**src/rtl/relay_pkg.sv**
```systemverilog
// Shared types and constants for the relay ALU: function codes, FSM states
// and the default relay settle time.
package relay_pkg;

    typedef enum logic [2:0] {
        FN_ADD = 3'b000,
        FN_INC = 3'b001,
        FN_AND = 3'b010,
        FN_OR  = 3'b011,
        FN_XOR = 3'b100,
        FN_NOT = 3'b101,
        FN_SHL = 3'b110,
        FN_CLR = 3'b111
    } alu_fn_e;

    typedef enum logic [1:0] {
        ST_IDLE   = 2'd0,
        ST_SETTLE = 2'd1,
        ST_DONE   = 2'd2
    } alu_state_e;

    localparam int ALU_SETTLE_DEFAULT = 3;

endpackage

```
**src/rtl/relay_alu_core.sv**
```systemverilog
// Combinational ALU function: maps (fn, B, C) to {carry, result}.
// Flags other than carry are derived by the caller from the result.
module relay_alu_core
    import relay_pkg::*;
#(
    parameter int N = 8
) (
    input  alu_fn_e        fn,
    input  logic [N-1:0]   b,
    input  logic [N-1:0]   c,
    output logic [N-1:0]   result,
    output logic           carry
);

    always_comb begin
        result = '0;
        carry  = 1'b0;
        case (fn)
            FN_ADD: {carry, result} = {1'b0, b} + {1'b0, c};
            FN_INC: {carry, result} = {1'b0, b} + (N+1)'(1);
            FN_AND: result = b & c;
            FN_OR:  result = b | c;
            FN_XOR: result = b ^ c;
            FN_NOT: result = ~b;
            // Rotate left: the bit leaving the top re-enters at bit 0 and also lands in carry.
            FN_SHL: begin
                result = {b[N-2:0], b[N-1]};
                carry  = b[N-1];
            end
            FN_CLR: result = '0;
            default: begin
                result = '0;
                carry  = 1'b0;
            end
        endcase
    end

endmodule

```
**src/rtl/relay_alu.sv**
```systemverilog
// Relay ALU wrapper: latches operands on start, waits SETTLE cycles for the
// relays to settle, then registers result and flags and pulses done.
module relay_alu
    import relay_pkg::*;
#(
    parameter int N      = 8,
    parameter int SETTLE = ALU_SETTLE_DEFAULT
) (
    input  logic         clk,
    input  logic         rst,
    input  logic [N-1:0] b_in,
    input  logic [N-1:0] c_in,
    input  logic [2:0]   fn,
    input  logic         start,
    input  logic         sel_alu,
    output logic         busy,
    output logic         done,
    output logic [N-1:0] result,
    output logic         carry,
    output logic         zero,
    output logic         sign,
    output logic [N-1:0] bus_out,
    output logic         bus_drive,
    output logic         led_busy
);

    localparam int CW = 4;

    alu_state_e   state_q, state_d;
    logic [CW-1:0] cnt_q, cnt_d;
    logic [N-1:0] b_q, b_d, c_q, c_d;
    alu_fn_e      fn_q, fn_d;
    logic [N-1:0] result_q, result_d;
    logic         carry_q, carry_d, zero_q, zero_d, sign_q, sign_d;
    logic         done_q, done_d;

    logic [N-1:0] core_result;
    logic         core_carry;

    relay_alu_core #(.N(N)) u_core (
        .fn     (fn_q),
        .b      (b_q),
        .c      (c_q),
        .result (core_result),
        .carry  (core_carry)
    );

    always_ff @(posedge clk or posedge rst) begin
        if (rst) state_q <= ST_IDLE;
        else     state_q <= state_d;
    end

    always_comb begin
        state_d = state_q;
        case (state_q)
            ST_IDLE:   if (start) state_d = ST_SETTLE;
            ST_SETTLE: if (cnt_q == '0) state_d = ST_DONE;
            ST_DONE:   state_d = ST_IDLE;
            default:   state_d = ST_IDLE;
        endcase
    end

    // Datapath next-state: operand latch, settle countdown, result capture.
    always_comb begin
        cnt_d    = cnt_q;
        b_d      = b_q;
        c_d      = c_q;
        fn_d     = fn_q;
        result_d = result_q;
        carry_d  = carry_q;
        zero_d   = zero_q;
        sign_d   = sign_q;
        // done is registered off the DONE state so it lands SETTLE+1 edges after start.
        done_d   = (state_q == ST_DONE);
        case (state_q)
            ST_IDLE: if (start) begin
                b_d   = b_in;
                c_d   = c_in;
                fn_d  = alu_fn_e'(fn);
                cnt_d = CW'(SETTLE - 1);
            end
            ST_SETTLE: begin
                if (cnt_q != '0) begin
                    cnt_d = cnt_q - 1'b1;
                end else begin
                    result_d = core_result;
                    carry_d  = core_carry;
                    zero_d   = (core_result == '0);
                    sign_d   = core_result[N-1];
                end
            end
            default: ;
        endcase
    end

    always_ff @(posedge clk or posedge rst) begin
        if (rst) begin
            cnt_q    <= '0;
            b_q      <= '0;
            c_q      <= '0;
            fn_q     <= FN_ADD;
            result_q <= '0;
            carry_q  <= 1'b0;
            zero_q   <= 1'b0;
            sign_q   <= 1'b0;
            done_q   <= 1'b0;
        end else begin
            cnt_q    <= cnt_d;
            b_q      <= b_d;
            c_q      <= c_d;
            fn_q     <= fn_d;
            result_q <= result_d;
            carry_q  <= carry_d;
            zero_q   <= zero_d;
            sign_q   <= sign_d;
            done_q   <= done_d;
        end
    end

    // The bus path never waits on busy; it always shows the last completed result.
    always_comb begin
        busy      = (state_q != ST_IDLE);
        led_busy  = busy;
        done      = done_q;
        result    = result_q;
        carry     = carry_q;
        zero      = zero_q;
        sign      = sign_q;
        bus_drive = sel_alu;
        bus_out   = sel_alu ? result_q : '0;
    end

endmodule

```
**config.mk**
```make
export PLATFORM = sky130hd
export DESIGN_NAME = relay_alu
export DESIGN_NICKNAME = d
export VERILOG_FILES = /design/src/rtl/relay_pkg.sv /design/src/rtl/relay_alu_core.sv /design/src/rtl/relay_alu.sv
export SDC_FILE = /design/constraint.sdc
export NUM_CORES = 1
export LEC_CHECK = 0
export CAP_MARGIN = 40
export CORE_ASPECT_RATIO = 0.9
export CORE_MARGIN = 8
export CORE_UTILIZATION = 54
export DETAILED_ROUTE_END_ITERATION = 12
export PLACE_DENSITY = 0.89
export SYNTH_ARGS = -nofsm -noshare
export SYNTH_HDL_FRONTEND = slang
export SYNTH_HIERARCHICAL = 1
export SYNTH_SLANG_ARGS = --single-unit
```
**constraint.sdc**
```tcl
create_clock -name clk -period 2.6 [get_ports clk]
set_input_delay 0.52 -clock clk [delete_from_list [all_inputs] [get_ports clk]]
set_output_delay 0.52 -clock clk [all_outputs]
set_load 0.1 [all_outputs]
```
==> results by group <==
Run status
  – Run status: complete, no violations

Global route
  – Vias in the first global route: 2181
  – Largest net degree at the start of global routing: 37
  – GRT Util Overall: 0.175
  – Met2 Use GR: 0.297
  – Global Route met1 Usage: 0.214
  – Met3 GRT Util: 0.0497
  – First-pass GRT wire length: 10.6 mm
  – Layer with the highest usage: met2
  – Initial antenna violation count: 0
  – Total grt overflow: 0

Drt
  – Via count: 2173
  – Detail-routed via count per cell: 5.75
  – Initial drt markers: 127
  – # DRC: 0
  – DRT Wirelength: 6.23 mm
  – Avg WL per Cell: 16.5 um
  – DR pass1 iterations: 5
  – Antenna viol nets, final: 0

Logic synthesis
  – Cell Area, Synth: 2660 sq um
  – Ys async rst share: 1.00
  – Adder-cell share of the synthesized area: 0.0922
  – Post-synthesis sequential area ratio: 0.339
  – Main combinational cell family by area after synthesis: multiplexers
  – Post-synthesis mux area share: 0.166
  – Primary FF master, synth: dfrtp_1
  – Post-synth EDFFs: 0
  – XOR/XNOR Fraction of Synth Area: 0.0362
  – Warnings, synthesis: 6
  – Register bit total from synthesis: 36
  – Yosys cell types: 53
  – Compound-cell area share of the yosys netlist: 0.146
  – Simple-Gate Fraction of Synth Area: 0.149
  – Mapped Avg Cell Area: 10.2 sq um
  – Post-Syn Instances: 261
  – Syn Nets: 303

Worst setup path
  – CP arrival: 2.59 ns
  – Buffers and inverters on the worst path: 1
  – CP max FO: 7
  – Crit Path Class: flip-flop to flip-flop
  – Worst path cell trace: inv_1 -> ha_1 -> a21o_1 -> a31o_2 -> a21oi_1 -> xor2_1 -> o21ai_0 -> nor4_1 -> nand2_1 -> mux2i_1
  – Crit path max-delay family: compound AO/OA/AOI/OAI gates
  – Worst EP required: 2.81 ns
  – Slowest Stage Delay on Critical Path: 0.43 ns
  – Crit end category: flip-flop
  – CP startpoint kind: flip-flop
  – CP max-delay cell: dfrtp_2

Placed design
  – I/O Buffers: 45
  – Post-DP HPWL: 4.60 mm
  – Dpl cell area: 3250 sq um
  – RePlAce Congestion: 0.979

Floorplanning
  – Core Area: 4800 sq um
  – # IOs: 46
  – Die area: 7430 sq um
  – Initial Util: 0.554
  – Row count: 24
  – Die outline width: 90.0 um
  – Die height: 82.6 um

Layout
  – Syn-to-layout area delta: 26.4%
  – Fill cells: 365
  – Final Cell Area: 3360 sq um
  – Ant diodes: 0
  – Layout cell share with drive strength beyond 1: 0.281
  – Nets: 354

STA
  – Final min period: 2.38 ns
  – Max Fclk: 420 MHz
  – Headroom to the max-slew limit: 0.619
  – Clock skew: 0.00585 ns
  – Period utilisation layout: 0.915
  – # setup viols final: 0
  – Sum Neg Setup Slack: 0 ns
  – Worst Tran Pin Value: 0.571 ns
  – Final Hold Vio Count: 0
  – RSZ-0062 raised after global routing: no
  – Final Max Slew Viols: 0

Clocking
  – Clk sinks: 36
  – Post-CTS Setup Bufs: 0
  – Worst-Skew Late Latency: 0.29 ns
  – Max clock buf depth: 2
  – H-Tree Depth: 2
  – Clock Pin Slew Worst Setup and Hold Paths: 0.07 ns
  – Root buffer cell: clkbuf_8
  – TritonCTS clock tree: yes
  – TritonCTS Buffers: 5

Job
  – Max_cap viols: 0

Hold path
  – Hold crit path type: flip-flop to flip-flop
==> path summary, 6_finish.rpt <==
check / to / from / depth (start not counted) / slack (ns)
min in group asynchronous: state_q[1]$_DFFE_PP0P_ / rst / 3 / 0.62
worst min-delay path: carry$_DFFE_PP0P_ / carry$_DFFE_PP0P_ / 1 / 0.53
worst max-delay path: zero$_DFFE_PP0P_ / b_q[4]$_DFFE_PP0P_ / 10 / 0.22
max in group asynchronous: b_q[4]$_DFFE_PP0P_ / rst / 3 / 1.64
worst min register to register: carry$_DFFE_PP0P_ / carry$_DFFE_PP0P_ / 1 / 0.53
worst max register to register: zero$_DFFE_PP0P_ / b_q[4]$_DFFE_PP0P_ / 10 / 0.22
==> cell families (layout without fill, tap and decap cells) <==
kind of cell / Yosys count / after routing
fa+ha+maj: 19 / 19
compound gates: 54 / 54
flops: 36 / 36
xor+xnor: 11 / 11
mux: 37 / 37
buf+inv: 38 / 90
simple gates: 66 / 66
==> routing by layer <==
metal,vias up,routed length (um)
met5,-,0
met2,94,2900
met1,1025,2760
met3,15,448
met4,0,121
li1,1039,-
==> cells in the mapped netlist (4+ instances only) <==
cell type / instances / share of area
buf_2: 7 / 0.013
mux2_2: 21 / 0.089
nor2_1: 5 / 0.0071
nand2b_1: 7 / 0.016
xor2_1: 4 / 0.013
nand2_1: 15 / 0.021
ha_1: 18 / 0.085
o21ai_0: 7 / 0.013
inv_1: 23 / 0.032
o22ai_1: 5 / 0.012
xnor2_1: 7 / 0.023
dfrtp_1: 36 / 0.34
nand3_1: 5 / 0.0094
a21oi_1: 8 / 0.015
buf_4: 5 / 0.014
a31oi_1: 4 / 0.0094
o221ai_1: 5 / 0.016
mux2_4: 9 / 0.051
nor2b_1: 7 / 0.016
mux2i_1: 7 / 0.026
and2_1: 8 / 0.019
==> timing repair <==
item	CTS	global route
resized for setup	0	2
setup endpoints to repair	0	1
hold buffers	0	0
==> registers in the layout (all words and copies together) (netlist names) <==
signal and flops:
state_q 2, fn_q 3, cnt_q 4, carry 1
c_q 8, done 1, b_q 8, zero 1
result 8
==> area by class of cell <==
class,count,area [sq um],area share
clock inverters,3,42.5,0.0126
flip-flops and latches,36,902,0.268
repair buffers,59,611,0.182
multi-input cells,187,1570,0.467
clock buffers,5,68.8,0.0205
well taps,65,81.3,0.0242
inverters,23,86.3,0.0257
==> placed cells by master, fill, tap and decap left out, types with 4 or more instances in the layout <==
cell,instances
xor2_1,4
buf_12,9
o22ai_1,5
clkbuf_8,5
mux2_2,21
ha_1,18
o221ai_1,5
a31oi_1,4
a21oi_1,8
nor2_1,5
nand3_1,5
nand2b_1,7
clkdlybuf4s50_1,22
and2_1,8
inv_1,23
nor2b_1,7
nand2_1,15
buf_4,28
mux2i_1,7
dfrtp_1,35
mux2_4,9
o21ai_0,7
xnor2_1,7
==> per-stage QoR <==
| step | hold slack [ns] | cells | utilization | worst slack, ns |
|---|---|---|---|---|
| 6_report | 0.528 | 378 | 0.700 | 0.221 |
| 5_1_grt | 0.551 | 378 | 0.700 | 0.0348 |
| 4_1_cts | 0.533 | 378 | 0.699 | 0.196 |
| 3_5_place_dp | 0.517 | 370 | 0.676 | 0.241 |
| 3_3_place_gp | 0.506 | 370 | 0.676 | 0.220 |
| 2_1_floorplan | 0.489 | 261 | - | 0.283 |
Power is left out: the tool's default activity adds up to more than one toggle a clock period on the data nets, which glitch-free logic cannot reach.
